**config.mk**
```make
export PLATFORM = sky130hd
export DESIGN_NAME = fir_stream_scheduler
export DESIGN_NICKNAME = d
export VERILOG_FILES = /design/src/rtl/fir_stream_scheduler.sv
export SDC_FILE = /design/constraint.sdc
export NUM_CORES = 1
export LEC_CHECK = 0
export BUFFER_PORTS_ARGS = -buffer_cell sky130_fd_sc_hd__buf_2
export CORE_UTILIZATION = 45
export CTS_BUF_LIST = sky130_fd_sc_hd__clkbuf_8
export DETAILED_ROUTE_END_ITERATION = 8
export GPL_TIMING_DRIVEN = 0
export PLACE_DENSITY = 0.65
export SYNTH_ARGS = -nofsm -noshare
export SYNTH_HDL_FRONTEND = slang
export SYNTH_SLANG_ARGS = --single-unit
```
**constraint.sdc**
```tcl
create_clock -name clk_i -period 5.7 [get_ports clk_i]
set_input_delay 1.425 -clock clk_i [delete_from_list [all_inputs] [get_ports clk_i]]
set_output_delay 1.425 -clock clk_i [all_outputs]
set_load 0.02 [all_outputs]
```
**src/rtl/fir_stream_scheduler.sv**
```systemverilog
// fir_stream_scheduler
// Framed valid/ready sequencer for the 3-tap FIR datapath. It accepts one input
// sample per handshake and drives the datapath load strobes in the order
// x -> y -> delay line. It holds each filter output until the sink accepts it.
// Optional feature macro: FIR_FLUSH_EN. When it is defined, every non-empty frame
// ends with two zero-input tail samples that drain the delay line.
module fir_stream_scheduler #(
  parameter int CNT_WIDTH = 16
) (
  input  logic                 clk_i,
  input  logic                 rst_ni,
  input  logic                 start_i,
  input  logic                 abort_i,
  input  logic [CNT_WIDTH-1:0] frame_len_i,
  input  logic                 in_valid_i,
  output logic                 in_ready_o,
  output logic                 out_valid_o,
  input  logic                 out_ready_i,
  output logic                 out_last_o,
  output logic                 ld_x_o,
  output logic                 ld_y_o,
  output logic                 ld_delay1_o,
  output logic                 ld_delay2_o,
  output logic                 clr_taps_o,
  output logic                 zero_x_o,
  output logic                 busy_o,
  output logic                 done_o,
  output logic [CNT_WIDTH-1:0] sample_cnt_o
);

  localparam logic [CNT_WIDTH-1:0] CNT_ONE = CNT_WIDTH'(1);

  typedef enum logic [2:0] {
    S_IDLE    = 3'd0,
    S_CLEAR   = 3'd1,
    S_WAIT_IN = 3'd2,
    S_COMPUTE = 3'd3,
    S_SHIFT   = 3'd4,
    S_OUTPUT  = 3'd5,
`ifdef FIR_FLUSH_EN
    S_FLUSH   = 3'd6,
`endif
    S_DONE    = 3'd7
  } state_e;

  // Per-state output flags, registered alongside the state.
  typedef struct packed {
    logic busy;
    logic clr;
    logic in_ready;
    logic ld_y;
    logic shift;
    logic out_valid;
    logic flush;
    logic done;
  } flags_t;

  state_e                 state_q, state_d;
  flags_t                 flags_q;
  logic                   last_q, last_d;
  logic [CNT_WIDTH-1:0]   frame_len_q;
  logic [CNT_WIDTH-1:0]   in_cnt_q;
  logic [CNT_WIDTH-1:0]   sample_cnt_q;
  logic                   start_acc_s;
  logic                   in_hs_s;
  logic                   out_hs_s;
`ifdef FIR_FLUSH_EN
  logic [1:0]             flush_cnt_q;
`endif

  // Output flags that a given state presents for its whole duration.
  function automatic flags_t flags_for(input state_e s);
    flags_t f;
    f      = '0;
    f.busy = (s != S_IDLE);
    case (s)
      S_CLEAR:   f.clr       = 1'b1;
      S_WAIT_IN: f.in_ready  = 1'b1;
      S_COMPUTE: f.ld_y      = 1'b1;
      S_SHIFT:   f.shift     = 1'b1;
      S_OUTPUT:  f.out_valid = 1'b1;
`ifdef FIR_FLUSH_EN
      S_FLUSH:   f.flush     = 1'b1;
`endif
      S_DONE:    f.done      = 1'b1;
      default:   f.busy      = (s != S_IDLE);
    endcase
    return f;
  endfunction

  // An abort cancels any handshake or load in the same cycle.
  assign start_acc_s = (state_q == S_IDLE) && start_i;
  assign in_hs_s     = (state_q == S_WAIT_IN) && in_valid_i && !abort_i;
  assign out_hs_s    = (state_q == S_OUTPUT) && out_ready_i && !abort_i;

  // Next-state selection and the out_last qualifier for the next OUTPUT.
  always_comb begin
    state_d = state_q;
    last_d  = 1'b0;
    if (abort_i && (state_q != S_IDLE)) begin
      state_d = S_IDLE;
    end else begin
      case (state_q)
        S_IDLE: begin
          if (start_i) begin
            state_d = (frame_len_i == '0) ? S_DONE : S_CLEAR;
          end else begin
            state_d = S_IDLE;
          end
        end
        S_CLEAR:   state_d = S_WAIT_IN;
        S_WAIT_IN: begin
          if (in_valid_i) begin
            state_d = S_COMPUTE;
          end else begin
            state_d = S_WAIT_IN;
          end
        end
        S_COMPUTE: state_d = S_SHIFT;
        S_SHIFT:   state_d = S_OUTPUT;
        S_OUTPUT: begin
          if (out_ready_i) begin
            if (in_cnt_q < frame_len_q) begin
              state_d = S_WAIT_IN;
`ifdef FIR_FLUSH_EN
            end else if (flush_cnt_q < 2'd2) begin
              state_d = S_FLUSH;
`endif
            end else begin
              state_d = S_DONE;
            end
          end else begin
            state_d = S_OUTPUT;
          end
        end
`ifdef FIR_FLUSH_EN
        S_FLUSH:   state_d = S_COMPUTE;
`endif
        S_DONE:    state_d = S_IDLE;
        default:   state_d = S_IDLE;
      endcase
    end
`ifdef FIR_FLUSH_EN
    // The final output is the one produced by the second tail sample.
    last_d = (flush_cnt_q == 2'd2);
`else
    last_d = (in_cnt_q == frame_len_q);
`endif
  end

  // State, registered output flags and frame counters.
  always_ff @(posedge clk_i or negedge rst_ni) begin
    if (!rst_ni) begin
      state_q      <= S_IDLE;
      flags_q      <= '0;
      last_q       <= 1'b0;
      frame_len_q  <= '0;
      in_cnt_q     <= '0;
      sample_cnt_q <= '0;
`ifdef FIR_FLUSH_EN
      flush_cnt_q  <= 2'd0;
`endif
    end else begin
      state_q <= state_d;
      flags_q <= flags_for(state_d);
      last_q  <= (state_d == S_OUTPUT) && last_d;
      if (start_acc_s) begin
        frame_len_q  <= frame_len_i;
        in_cnt_q     <= '0;
        sample_cnt_q <= '0;
`ifdef FIR_FLUSH_EN
        flush_cnt_q  <= 2'd0;
`endif
      end else begin
        if (in_hs_s) begin
          in_cnt_q <= in_cnt_q + CNT_ONE;
        end
        // Saturate instead of wrapping so a long frame never reads back small.
        if (out_hs_s && (sample_cnt_q != '1)) begin
          sample_cnt_q <= sample_cnt_q + CNT_ONE;
        end
`ifdef FIR_FLUSH_EN
        if ((state_q == S_FLUSH) && !abort_i) begin
          flush_cnt_q <= flush_cnt_q + 2'd1;
        end
`endif
      end
    end
  end

  // Strobes and valids are masked by abort so an abandoned cycle never touches
  // the datapath and never presents a handshake that will be ignored.
  assign in_ready_o   = flags_q.in_ready & ~abort_i;
  assign ld_x_o       = ((flags_q.in_ready & in_valid_i) | flags_q.flush) & ~abort_i;
  assign ld_y_o       = flags_q.ld_y & ~abort_i;
  assign ld_delay1_o  = flags_q.shift & ~abort_i;
  assign ld_delay2_o  = flags_q.shift & ~abort_i;
  assign clr_taps_o   = flags_q.clr & ~abort_i;
  assign out_valid_o  = flags_q.out_valid & ~abort_i;
  assign out_last_o   = flags_q.out_valid & last_q & ~abort_i;
`ifdef FIR_FLUSH_EN
  assign zero_x_o     = flags_q.flush & ~abort_i;
`else
  assign zero_x_o     = 1'b0;
`endif
  assign busy_o       = flags_q.busy;
  assign done_o       = flags_q.done;
  assign sample_cnt_o = sample_cnt_q;

endmodule

```
# Yosys cells after proc, flatten, opt, wreduce, memory -nomap -nowiden
# Index checks and enable logic that the tools add are counted.
[totals]
regBits = 59
inputBits = 22
out_inout_bits = 27
word_cells = 70
[op_classes]
n_addsub = 2
n_lt_le_gt_ge = 1
n_eq_ne = 13
mux = 17
bitwise_logic = 10
n_reduce_logical = 15
[op_table]
columns = ["operator", "count"]
rows = [
  ["2-to-1 mux 16 bit", 4],
  ["adder 16 x 1 -> 16 bit (second input constant)", 2],
  ["one-hot mux 3 bit (6 select lines)", 1],
  ["equality test 16 bit", 1],
  ["logical NOT 16 bit", 1],
  ["< comparator 16 bit", 1],
  ["!= test 16 bit (second input constant)", 1],
  ["equality test 3 bit (second input constant)", 5],
  ["2-to-1 mux 3 bit", 5],
  ["equality test 3 x 2 -> 1 bit (second input constant)", 4],
  ["bitwise AND 1 bit", 9],
  ["logical AND 1 bit", 8],
  ["2-to-1 mux 1 bit", 7],
  ["equality test 3 x 1 -> 1 bit (second input constant)", 2],
  ["nonzero test 3 bit", 2],
  ["nonzero test 2 bit", 2],
  ["logical NOT 3 bit", 1],
  ["logical NOT 1 bit", 1],
  ["NOT 1 bit", 1],
]

# Logic depth before layout (Yosys ltp)
# Gate-level depths: netlist of the first run.
[depth]
depth_word = 7
mapped_depth = 7
mapped_depth_nobuf = 7

# Worst setup path before layout of the first run
# OpenSTA, ideal clock, no wires.
[synth_timing]
kind = "input port to output port"
start = "input abort_i"
end = "output ld_x_o"
t_arrival_ps = 2254
t_required_ps = 4275
setup_slack_ps = 2021
path_stages = 3
path_buffers = 1
path_cell_list = "clkbuf_1 -> nor2b_1 -> and2_1"
[synth_between]
elab_chain_len = 2
[synth_lines]
columns = ["element", "line", "text"]
rows = [
  ["from (decl)", "13", "input logic abort_i,"],
  ["NOT 1 bit", "194", "assign ld_x_o = ((flags_q.in_ready & in_valid_i) | flags_q.flush) & ~abort_i;"],
  ["bitwise AND 1 bit", "194", ""],
  ["to (decl)", "20", "output logic ld_x_o,"],
]
# Every way passes these cells.

# Worst setup path in the final report of the first run
[layout_timing]
start = "input abort_i"
end = "output out_last_o"
[layout_between]
elab_chain_len = 2
[layout_lines]
columns = ["element", "line", "text"]
rows = [
  ["NOT 1 bit", "200", "assign out_last_o = flags_q.out_valid & last_q & ~abort_i;"],
  ["bitwise AND 1 bit", "200", ""],
  ["to (decl)", "19", "output logic out_last_o,"],
]
# Every way passes these cells.

==> results_dict.tcl, run 1 <==
set metrics [dict create \
    holdPathStages 2 \
    layout-drive-gt1-share_pct 18.9 \
    wire_per_inst_um 14.7 \
    synth_edf_count 0 \
    critPathBufInv 3 \
    htreeDepth 3 \
    synthFlopType "dfrtp_1" \
    worstPathMaxFanout 10 \
    vdd_ir_drop_max_uv 123 \
    crit_chain "buf_2 -> clkbuf_1 -> nor2b_1 -> and2_1 -> buf_2" \
    fp-row-count 30 \
    setup_tns_ns 0 \
    skew_ns 0.00560 \
    cts_setup_buffers 0 \
    root_buffer "clkbuf_8" \
    antennaDiodeCount 0 \
    postSynthAreaPerCell_um2 9.23 \
    clk_latency_ns 0.34 \
    ctsLongestPathBuffers 2 \
    drtIter0Drc 113 \
    dp_cells 500 \
    post_dp_cell_area_um2 3650 \
    slew_headroom_pct 50.0 \
    clkSinkCount 59 \
    cts_buffers 9 \
    cpMaxStageDelayCell "clkbuf_1" \
    die_y_um 87.6 \
    num_vias 2778 \
    leakagePower_nw 1.84 \
    die_area_um2 7670 \
    drt_pass1_iterations 4 \
    synthArstFlopShare_pct 100 \
    totalWireLength_um 7570 \
    clkSlewWorstSetupHoldPaths_ns 0.06 \
    power.density_nw_per_um2 339 \
    maxCapViolCount 0 \
    core_area_um2 6940 \
    nets 455 \
    io_buffer_count 47 \
    synth_seq_cells 59 \
    syn_to_final_growth_pct 16.7 \
    rsz0062_at_grt "no" \
    hold_class "flop to flop" \
    crit_family "buffers and inverters" \
    drc 0 \
    path_depth 5 \
    grt_pass1_wl_um 13100 \
    cts_tree "done" \
    dp_hpwl_um 5530 \
    ys_warn_count 0 \
    grt_max_degree 60 \
    cpMostUsedCell "buf_2" \
    cts_hold_buffers 0 \
    cp.required_ns 4.28 \
    grt_usage_pct 22.4 \
    hold_viol_final 0 \
    critPathLaunchType "input pin" \
    synth_cell_types 51 \
    netlist_instances 357 \
    drt.antenna.violating_nets 0 \
    vias_per_cell 5.39 \
    fillCellCount 657 \
    fin_area_um2 3850 \
    gr-total-overflow 0 \
    end_kind "output port" \
    boundaryPins 49 \
    yosysSeqAreaShare_pct 44.8 \
    fp.dieW_um 87.6 \
    gp_congestion 0.805 \
    syn_area_um2 3300 \
    cts_resized 0 \
    layout.cells.non_filler 515 \
    synth_nets 397 \
    finalSetupViolCount 0 \
    slew_viol_final 0 \
    reg2reg_depth 6 \
    power_mw 1.30 \
    antenna_found_initial 0 \
    grt_pass1_vias 2711 \
    status "complete, no violations" \
    fin_crit_ns 3.79 \
    arrival_ns 2.37 \
    worstMarginPinSlew_ns 0.750 \
    max_freq_mhz 264 \
    final_util_pct 55.4 \
    period_share_pct 66.5 \
    start_util_pct 47.5 \
    critPathMaxStageDelay_ns 0.36 \
    critPathKind "input pin to output port" \
]
kinds of logic after synthesis:
group	synth area share [%]
buffers and inverters	5.24
other	0.114
muxes	1.56
AOI/OAI and AO/OA	12.8
DFF	44.8
xor gates and xnor gates	4.25
adders and majority gates	6.83
and+or+nand+nor	24.4
layout by cell type, fill, tap and decap left out, drive strengths merged, types with 2 or more instances in the layout:
cell type  instances
and4               6
or4                4
a31oi              5
ha                18
or3                2
a31o               3
o211ai             2
nor3               9
clkbuf            24
mux2i              4
nand4             12
a2bb2oi            2
nor3b              2
nand2             42
dfrtp             59
nand2b             4
nand4b             2
o21ai             25
and2               2
inv               24
nor4b              2
buf               53
a41o               4
a21oi             16
nand3              8
and3               5
xor2               4
xnor2             12
nor2b              7
nor4               8
nor2              32
sequential cells by signal (all words and copies together), names as in the netlist:
| signal | count |
|---|---|
| in_cnt_q | 16 |
| flags_q | 5 |
| done_o | 1 |
| busy_o | 1 |
| frame_len_q | 16 |
| state_q | 3 |
| last_q | 1 |
| sample_cnt_o | 16 |
tightest hold or removal path, stage by stage (launching register included):
cell and delay (ns):
dfrtp_1 0.35, nand2_1 0.06, nand2_1 0.06
cells in the mapped netlist, drive strengths merged, types with 2 or more instances:
master   number  area (µm²)
a2bb2oi       2        17.5
nand2b        4        25.0
nand3         8        40.0
o21ai        25         125
nand4b        2        17.5
mux2i         4        40.0
and4          6        52.6
a21oi        16        80.1
dfrtp        59        1480
nor3b         2        20.0
nand2        42         158
a31o          3        26.3
nand4        12        75.1
inv          22        82.6
or3           2        12.5
or4           4        30.0
a41o          4        40.0
ha           18         225
nor2b         7        43.8
xnor2        12         105
nor2         32         120
nor4b         2        17.5
xor2          4        35.0
clkbuf       13        48.8
buf           6        41.3
o211ai        2        15.0
nor3          9        60.1
and3          5        31.3
nor4          8        62.6
and2          2        12.5
a31oi         5        31.3
where the power goes:
group / total (mW) / internal (mW) / switching (mW)
logic: 0.406 / 0.136 / 0.269
clock network: 0.376 / 0.219 / 0.157
registers: 0.523 / 0.496 / 0.0270
total: 1.30 / 0.852 / 0.453
per-layer routing:
metal	share of wire (%)	GRT usage, %	up-vias
met1	50	31.6	1348
met2	46	34.4	43
met5	0	0	-
met4	1.9	9.39	0
met3	2.3	3.49	13
li1	-	-	1374
path summary, 6_finish.rpt:
kind / start / endpoint / slack (ns)
setup / recovery: abort_i / out_last_o / 1.91
hold / removal: frame_len_q[0]$_DFFE_PN0P_ / frame_len_q[0]$_DFFE_PN0P_ / 0.49
setup reg to reg: in_cnt_q[12]$_DFFE_PN0P_ / last_q$_DFF_PN0_ / 3.09
hold reg to reg: frame_len_q[0]$_DFFE_PN0P_ / frame_len_q[0]$_DFFE_PN0P_ / 0.49
max in group asynchronous: rst_ni / in_cnt_q[9]$_DFFE_PN0P_ / 4.05
min in group asynchronous: rst_ni / frame_len_q[12]$_DFFE_PN0P_ / 1.15
layout make-up:
type / instances / area (µm²) / share of cell area [%]
Clock buffer: 11 / 151 / 3.93
Tap cell: 96 / 120 / 3.12
Timing Repair Buffer: 47 / 238 / 6.18
Clock inverter: 4 / 42.5 / 1.11
Buffer: 19 / 90.1 / 2.34
Sequential cell: 59 / 1480 / 38.4
Inverter: 22 / 82.6 / 2.15
Multi-Input combinational cell: 257 / 1650 / 42.8
through the flow:
step           worst slack [ns]  hold slack [ns]
2_1_floorplan              2.02            0.452
3_3_place_gp               1.88            0.481
3_5_place_dp               1.89            0.482
4_1_cts                    1.89            0.497
5_1_grt                    1.78            0.526
6_report                   1.91            0.494
No activity file was read; power rests on OpenSTA's default activity.
==> run 2: changes to the inputs <==
Settings changed: ABC_AREA set to 1, PLACE_DENSITY 0.65 to 0.68.
Clock period 5.7 ns to 3.16 ns, I/O delays scaled along.
==> run 2 against run 1 <==
  * Clock-buffer cell count did not move
  * First-iteration DRC count rose by 55%
  * Sequential share of layout area fell by 2.1 points
  * Via count rose by 11%
  * Register-to-register slack got worse by 1.8 ns
  * Die area rose by 5.6%
  * Critical path depth fell by 1
  * Flip-flop and latch count did not move
  * Routed wire length rose by 1.9%
  * Setup slack got worse by 0.87 ns
  * Global-route usage fell by 1.3 points
  * Sequential power rose by 100%
  * Critical endpoint is now ld_delay2_o
==> results_dict.tcl, run 2 <==
set metrics [dict create \
    status "complete, no violations" \
    syn_to_final_growth_pct 16.7 \
    antennaDiodeCount 0 \
    reg2reg_depth 9 \
    die_y_um 90.0 \
    synthArstFlopShare_pct 100 \
    slew_viol_final 0 \
    critPathBufInv 3 \
    totalWireLength_um 7710 \
    layout-drive-gt1-share_pct 19.6 \
    ctsLongestPathBuffers 2 \
    rsz0062_at_grt "no" \
    critPathMaxStageDelay_ns 0.15 \
    final_util_pct 55.2 \
    grt_usage_pct 21.1 \
    clkPwrFrac_pct 27.6 \
    num_vias 3072 \
    power.density_nw_per_um2 709 \
    cts_resized 0 \
    dp_hpwl_um 5800 \
    drt.antenna.violating_nets 0 \
    cpMaxStageDelayCell "buf_2" \
    cp.required_ns 2.37 \
    cts_tree "done" \
    fp.dieW_um 90.0 \
    synth_most_common_cell "nand2_1" \
    start_util_pct 47.3 \
    core_area_um2 7370 \
    hold_viol_final 0 \
    arrival_ns 1.33 \
    fin_crit_ns 2.12 \
    gp_congestion 0.829 \
    critPathKind "input pin to output port" \
    root_buffer "clkbuf_8" \
    nets 546 \
    crit_family "buffers and inverters" \
    finalSetupViolCount 0 \
    clkSlewWorstSetupHoldPaths_ns 0.07 \
    crit_chain "buf_2 -> nor2_1 -> buf_4 -> buf_2" \
    wire_per_inst_um 12.7 \
    vdd_ir_drop_max_uv 473 \
    boundaryPins 49 \
    io_buffer_count 46 \
    die_area_um2 8100 \
    postSynthAreaPerCell_um2 7.76 \
    gr-total-overflow 0 \
    synthTopCellsByCount "nand2_1 (101), inv_1 (64), dfrtp_1 (59)" \
    leakagePower_nw 2.07 \
    grt_pass1_wl_um 13800 \
    drc 0 \
    synth_cell_types 41 \
    power.net_switching_mw 1.12 \
    drtIter0Drc 175 \
    layout_commonest_cell "nand2_1" \
    end_kind "output port" \
    drt_pass1_iterations 4 \
    cts_setup_buffers 0 \
    p_sw_share_pct 38.9 \
    yosysSeqAreaShare_pct 42.4 \
    synthFlopType "dfrtp_1" \
    setup_tns_ns 0 \
    antenna_found_initial 0 \
    synth_edf_count 0 \
    p_seq_share_pct 37.1 \
    fp-row-count 31 \
    netlist_instances 449 \
    vias_per_cell 5.04 \
    cts_buffers 9 \
    path_depth 4 \
    critPathLaunchType "input pin" \
    worstPathMaxFanout 8 \
    ys_warn_count 0 \
    holdWs_ns 0.517 \
    clk_latency_ns 0.34 \
    p_int_mw 1.76 \
    worstMarginPinSlew_ns 0.754 \
    hold_class "input pin to async pin" \
    max_freq_mhz 472 \
    htreeDepth 3 \
    synth_top_area_share_pct 42.4 \
    synth_area_leaders "dfrtp_1 (42%), nand2_1 (11%), inv_1 (6.9%), ha_1 (6.5%), nor2_1 (4.4%)" \
    slew_headroom_pct 49.7 \
    layout_common_cells "nand2_1 (101), inv_1 (64), dfrtp_1 (59)" \
    grt_pass1_vias 3013 \
    syn_area_um2 3490 \
    grt_max_degree 60 \
    cts_hold_buffers 0 \
    maxCapViolCount 0 \
    fillCellCount 724 \
    skew_ns 0.0129 \
    yosys.area.top_type "dfrtp_1" \
    synth_nets 489 \
    clkSinkCount 59 \
    period_share_pct 67.0 \
    synth_seq_cells 59 \
    comb_power_share_pct 35.4 \
    cpMostUsedCell "buf_2" \
]
[run 2: changes by cell type in the layout (fill, tap and decap cells not counted), sizes merged, moves of 11 or more]
cell,previous run,this run
clkbuf,24,12
nor3,9,22
nand2,42,106
nand3,8,27
inv,24,73
nor2,32,45
xnor2,12,1
[run 2: final timing paths]
path,start,endpoint,slack [ns]
hold / removal,rst_ni,in_cnt_q[10]$_DFFE_PN0P_,0.52
setup reg to reg,in_cnt_q[9]$_DFFE_PN0P_,last_q$_DFF_PN0_,1.29
setup / recovery,abort_i,ld_delay2_o,1.04
min in group clk_i,frame_len_q[0]$_DFFE_PN0P_,frame_len_q[0]$_DFFE_PN0P_,0.52
max in group asynchronous,rst_ni,in_cnt_q[5]$_DFFE_PN0P_,2.15
hold reg to reg,frame_len_q[0]$_DFFE_PN0P_,frame_len_q[0]$_DFFE_PN0P_,0.52
[run 2: stage by stage]
step                      total power, mW  std cells  instance area [µm²]  setup slack [ns]
after floorplan                      1.81        449                 3490             0.885
after global placement               2.07        594                 3840              1.05
after detailed placement             2.11        594                 3840              1.04
after CTS                            2.91        609                 4070              1.03
after global routing                 3.13        609                 4070             0.995
final                                2.89        609                 4070              1.04
[run 2: layout make-up]
type,instances,area (µm²),area share (%)
sequential,59,1480,36.3
timing repair buffer,46,233,5.72
inverter,75,284,6.98
buffer,10,55.1,1.35
multi-input combinational,305,1670,41.1
clock inverter,4,73.8,1.81
clock buffer,11,151,3.72
tap,99,124,3.05
[run 2: cell families (layout without fill, tap and decap cells)]
group	count (synthesis)	count (layout)	synth area share, %
simple gates	217	217	29.0
other cells	1	1	0.108
buf+inv	85	146	9.73
fa+ha+maj	18	18	6.46
xor+xnor	9	9	2.26
flops	59	59	42.4
compound gates	60	60	10.1
[run 2: metal layers]
| layer | share of wire, % | track usage [%] |
|---|---|---|
| met5 | 0 | 0 |
| met4 | 2.0 | 9.27 |
| met3 | 3.1 | 2.54 |
| met2 | 49 | 35.5 |
| met1 | 46 | 27.3 |
[run 2: power by group through the flow]
| stage | Clock [mW] | Sequential (mW) | Combinational (mW) |
|---|---|---|---|
| floorplan | 0 | 1.07 | 0.746 |
| global placement | 0 | 1.08 | 0.990 |
| detailed placement | 0 | 1.08 | 1.03 |
| CTS | 0.804 | 1.07 | 1.03 |
| global route | 0.837 | 1.10 | 1.19 |
| finish | 0.795 | 1.07 | 1.02 |
